`src/rtl/neuron_mac_acc.sv`:
```
// Serial fixed-point multiply-accumulate for one neuron pre-activation:
// out = bias + sum(x[i]*w[i]), with saturation of the Q result to DWIDTH bits.
module neuron_mac_acc #(
  parameter int DWIDTH = 32,
  parameter int FRAC   = 16,
  parameter int NIN    = 8
) (
  input  logic              clk,
  input  logic              reset,
  input  logic              start,
  input  logic [DWIDTH-1:0] bias,
  input  logic              in_valid,
  output logic              in_ready,
  input  logic [DWIDTH-1:0] x,
  input  logic [DWIDTH-1:0] w,
  output logic              busy,
  output logic              out_valid,
  output logic [DWIDTH-1:0] out
);

  localparam int ACC_W = 2*DWIDTH + 8;
  localparam logic [7:0] LAST = 8'(NIN - 1);

  typedef enum logic [1:0] {IDLE, ACC, DONE} state_t;

  state_t                   state;
  logic signed [ACC_W-1:0]  acc;
  logic [7:0]               count;

  logic signed [2*DWIDTH-1:0] x_ext;
  logic signed [2*DWIDTH-1:0] w_ext;
  logic signed [2*DWIDTH-1:0] product;
  logic signed [ACC_W-1:0]    product_ext;
  logic signed [ACC_W-1:0]    bias_ext;
  logic signed [ACC_W-1:0]    shifted;
  logic                       fits;
  logic [DWIDTH-1:0]          sat_result;

  assign x_ext       = {{DWIDTH{x[DWIDTH-1]}}, x};
  assign w_ext       = {{DWIDTH{w[DWIDTH-1]}}, w};
  assign product     = x_ext * w_ext;
  assign product_ext = {{(ACC_W-2*DWIDTH){product[2*DWIDTH-1]}}, product};

  // Bias is aligned to the product scale (2*FRAC fractional bits).
  assign bias_ext = {{(ACC_W-DWIDTH){bias[DWIDTH-1]}}, bias} <<< FRAC;

  // The result fits when every bit above the output sign bit equals it.
  assign shifted = acc >>> FRAC;
  assign fits    = (&shifted[ACC_W-1:DWIDTH-1]) | ~(|shifted[ACC_W-1:DWIDTH-1]);

  always_comb begin
    sat_result = shifted[DWIDTH-1:0];
    if (!fits) begin
      if (shifted[ACC_W-1])
        sat_result = {1'b1, {(DWIDTH-1){1'b0}}};
      else
        sat_result = {1'b0, {(DWIDTH-1){1'b1}}};
    end
  end

  assign in_ready = (state == ACC);
  assign busy     = (state != IDLE);

  always_ff @(posedge clk) begin
    if (reset) begin
      state     <= IDLE;
      acc       <= '0;
      count     <= '0;
      out       <= '0;
      out_valid <= 1'b0;
    end else begin
      out_valid <= 1'b0;
      case (state)
        IDLE: begin
          if (start) begin
            acc   <= bias_ext;
            count <= '0;
            state <= ACC;
          end
        end
        ACC: begin
          if (in_valid) begin
            acc   <= acc + product_ext;
            count <= count + 8'd1;
            if (count == LAST)
              state <= DONE;
          end
        end
        DONE: begin
          out       <= sat_result;
          out_valid <= 1'b1;
          state     <= IDLE;
        end
        default: state <= IDLE;
      endcase
    end
  end

endmodule

```
`config.mk`:
```
export PLATFORM = sky130hd
export DESIGN_NAME = neuron_mac_acc
export DESIGN_NICKNAME = d
export VERILOG_FILES = /design/src/rtl/neuron_mac_acc.sv
export SDC_FILE = /design/constraint.sdc
export NUM_CORES = 2
export LEC_CHECK = 0
export ABC_AREA = 1
export BUFFER_PORTS_ARGS = -buffer_cell sky130_fd_sc_hd__buf_2
export CAP_MARGIN = 20
export CORE_AREA = 2 2 303 305
export DETAILED_ROUTE_END_ITERATION = 12
export DIE_AREA = 0 0 305 307
export PLACE_DENSITY = 0.7
export SYNTH_ARGS = -nofsm -noshare
export SYNTH_HDL_FRONTEND = slang
export SYNTH_SLANG_ARGS = --single-unit
```
`constraint.sdc`:
```
create_clock -name clk -period 9.98 [get_ports clk]
set_input_delay 1.996 -clock clk [delete_from_list [all_inputs] [get_ports clk]]
set_output_delay 1.996 -clock clk [all_outputs]
set_load 0.01 [all_outputs]
```
==> flow_results.org <==
** Global route
- The total overflow left after global routing is 0.
- Entering global routing, the biggest net connects 67 pins.
- The via count of the first global-routing pass came to about 42000.
- The initial antenna violation count is 3.
- GRT Total Usage :: between 30% and 40%
- The first global-routing pass estimated ~240000 um of wire.

** Place
- Including well taps, the total number of placed cells is 7427.
- DP Wirelength :: 128000 um
- Routability-driven placement finished with a final weighted congestion of approximately 1.0.
- During placement, the flow inserted port buffers numbering ~130.

** STA
- At the pin with the least slew margin, the transition time is 0.9506 ns.
- Final max-slew violation count :: 0
- The worst pin sits at a relative slew slack of a little over a third.
- Setup repair after global routing missed its margin :: no
- Setup violations remaining at the end of the flow were counted as 0.
- Setup total negative slack on the finished layout was measured at 0 ns.
- The number of hold-slack violations in the final timing report was 0.
- For the final database, setup skew stands at between 0.01 and 0.015 ns.
- Final worst path period share :: between 90% and 100%
- Highest Clock Rate :: ~110 MHz
- Post-layout min period :: approximately 9.3 ns

** Clock network
- Clock transition time at the flip-flop clock pins of the worst setup and hold paths :: around 0.060 ns
- TritonCTS built the clock tree.
- Counting the buffers created by CTS gives 17.
- The tree is rooted in a clkbuf_16.
- Setup Buffers After CTS :: 0
- For the worst-skew pair, the clock arrives at the later sink with an insertion delay of roughly 0.46 ns.
- Counting along the longest clock path gives a buffer depth of 2.
- The clock tree synthesis step divided the H-tree into 4 levels.
- Buffers inserted to repair hold after CTS numbered 0.
- Sinks on the clock net :: around 120
- Count of cells resized by post-cts repair :: 0

** Synth
- The average instance in the mapped netlist occupies ~7.9 um^2.
- Counting flops and latches in the post-synthesis netlist gives 115.
- Number of distinct library cell variants in the gate-level netlist after synthesis :: 36
- Mapped cell area :: just under 50000 um^2
- Share of synthesized area occupied by flip-flops and latches :: ~4.7%
- After technology mapping, the gate count stands at ~6200.
- Yosys printed 0 warnings.
- Mapped Nets :: around 8000

** Finish
- In the final layout, the share of cells above drive strength 1 is approximately 5.1%.
- The library cell used most frequently in the layout, excluding fill and tap cells, is inv_1.
- Filler-free cell count of the finished design :: roughly 7500
- Post-Route Utilization :: 57.43%
- Final nets :: approximately 7900
- In the layout the commonest cells are inv_1 (1893), nand2_1 (1698), fa_1 (1283), ha_1 (236), nor2_1 (191).
- The area growth from synthesis to layout is 5.771%.

** Routing
- First-pass DRT Iterations :: 6
- First-iteration detailed-routing DRC count :: approximately 3300
- Final routed DRC violation total :: 0
- Average vias per placed instance :: 5.253
- Once detail routing completed, the nets flagged for antenna violations numbered 0.
- In the final routed layout, each cell accounts on average for just under 20 um.
- For this block, the via count after detailed routing is slightly below 40000.
- After detailed routing, the total wire length is about 150000 um.

** Worst setup path
- Across all register-to-register paths, the minimum setup slack is ~2.5 ns.
- Slowest stage cell, crit path :: fa_1
- Worst EP arrival :: 9.59 ns
- Endpoint of the most critical register-to-register path :: acc[53]$_SDFFE_PP0P_
- The worst register-to-register path begins at acc[20]$_SDFFE_PP0P_.
- Maximum single-stage delay on the critical path :: about 0.65 ns
- Startpoint kind of the worst setup timing path :: primary input
- On the critical path the largest part of the delay comes from adder cells.
- Number of buffers and inverters on the critical path :: 6
- Data on the critical path is required at its endpoint by roughly 10 ns.
- Length in cells of the worst reg-to-reg path :: 26
- Critical path peak fanout :: 21
- By startpoint and endpoint, the worst setup path is classified as primary input to flop.
- The worst setup path is captured at a flop.
- The most numerous cell type found on the critical path is fa_1.

** Die
- For this configuration, the core starts out at a cell density of 54.30%.
- For this design the top-level I/O count stands at 135.
- The initialized floorplan defines between 100 and 150 standard-cell rows.
- The region available for standard cell placement spans approximately 91000 um^2.
- Full die area :: about 94000 um^2
- Die Span Y :: just over 300 um
- The floorplan step set the die width to ~310 um.

** Worst hold path
- The worst hold path begins at acc[26]$_SDFFE_PP0P_.
- Along the worst hold path, the cell count comes to 2.
- Path category of the worst min-delay check :: flop to flop
- For hold timing, the worst endpoint is out[10]$_SDFFE_PP0P_.

** Flow run
- Max-capacitance violation count :: 0

** Outcome
- Result of the run :: complete, no violations
[through the flow]
| stage | area [um^2] | hold slack (ns) | setup WS [ns] |
|---|---|---|---|
| 4_1_cts | 52030 | 0.4642 | 0.7508 |
| 3_3_place_gp | 51500 | 0.4479 | 0.3094 |
| 6_report | 52080 | 0.4618 | 0.6937 |
| 5_1_grt | 52080 | 0.4855 | 0.3231 |
| 3_5_place_dp | 51500 | 0.4505 | 0.2756 |
| 2_1_floorplan | 49240 | 0.4287 | 0.2910 |
[state kept, by name, indices dropped and copies added (netlist names)]
signal,cells
acc,72
out,32
count,8
state,2
out_valid,1
[cell type report]
cell class / instances / area, um^2
clock inverter: 14 / 103.9
fill: 8435 / 38610
tap: 1186 / 1484
timing repair buffer: 255 / 1712
multi-input combinational: 3975 / 38920
sequential: 115 / 2302
inverter: 1898 / 7127
clock buffer: 18 / 429.2
antenna: 2 / 5.005
[Yosys cell counts (all sizes together)]
library cell,number,area (um^2)
ha,236,2953
and2,2,12.51
xnor2,5,43.79
nand3b,13,97.59
fa,1284,25700
buf,19,87.58
a21oi,154,770.7
o21ai,90,454.2
a31oi,1,6.260
a211oi,3,22.52
nand2,1702,6394
o211ai,10,75.07
nor2,201,805.8
o21bai,24,180.2
clkbuf,217,814.5
xor2,13,113.9
or2,12,75.07
nand3,163,830.8
nor3,15,75.07
dfxtp,115,2302
o22ai,2,12.51
nor4,14,87.58
a21o,1,7.510
nand4,30,187.7
inv,1898,7127
[metal layers]
| layer | share of wire, % | track usage [%] | wire (um) |
|---|---|---|---|
| met4 | 2.4 | 8.001 | 3522 |
| met3 | 8.0 | 4.542 | 11740 |
| met1 | 42 | 46.32 | 60640 |
| met2 | 48 | 54.40 | 69960 |
| met5 | 0.0096 | 0 | 14 |
[how the worst max path moves through the flow]
stage	start	to	slack, ns	depth (start not counted)
floorplan	x[31]	acc[38]$_SDFFE_PP0P_	0.29	29
global placement	x[31]	acc[60]$_SDFFE_PP0P_	0.31	27
detailed placement	x[31]	acc[70]$_SDFFE_PP0P_	0.28	27
CTS	x[31]	acc[38]$_SDFFE_PP0P_	0.75	30
global route	x[31]	acc[70]$_SDFFE_PP0P_	0.32	27
finish	x[31]	acc[66]$_SDFFE_PP0P_	0.69	25
[cells by family (layout without fill, tap and decap cells)]
group / after synthesis / count (layout) / share of synthesized area [%]
and+or+nand+nor: 2152 / 2152 / 17.40
AOI/OAI and AO/OA: 285 / 285 / 3.105
buffers and inverters: 2134 / 2185 / 16.31
DFF: 115 / 115 / 4.675
other: 0 / 2 / 0
adders and majority gates: 1520 / 1520 / 58.20
xor gates and xnor gates: 18 / 18 / 0.3202
[tightest hold or removal path, cell delays in order, from the launching register on]
cell	delay [ns]
dfxtp_1	0.30
nand2_1	0.06
a21oi_1	0.05
Power is left out: the tool's default activity adds up to more than one toggle a clock period on the data nets, which glitch-free logic cannot reach.
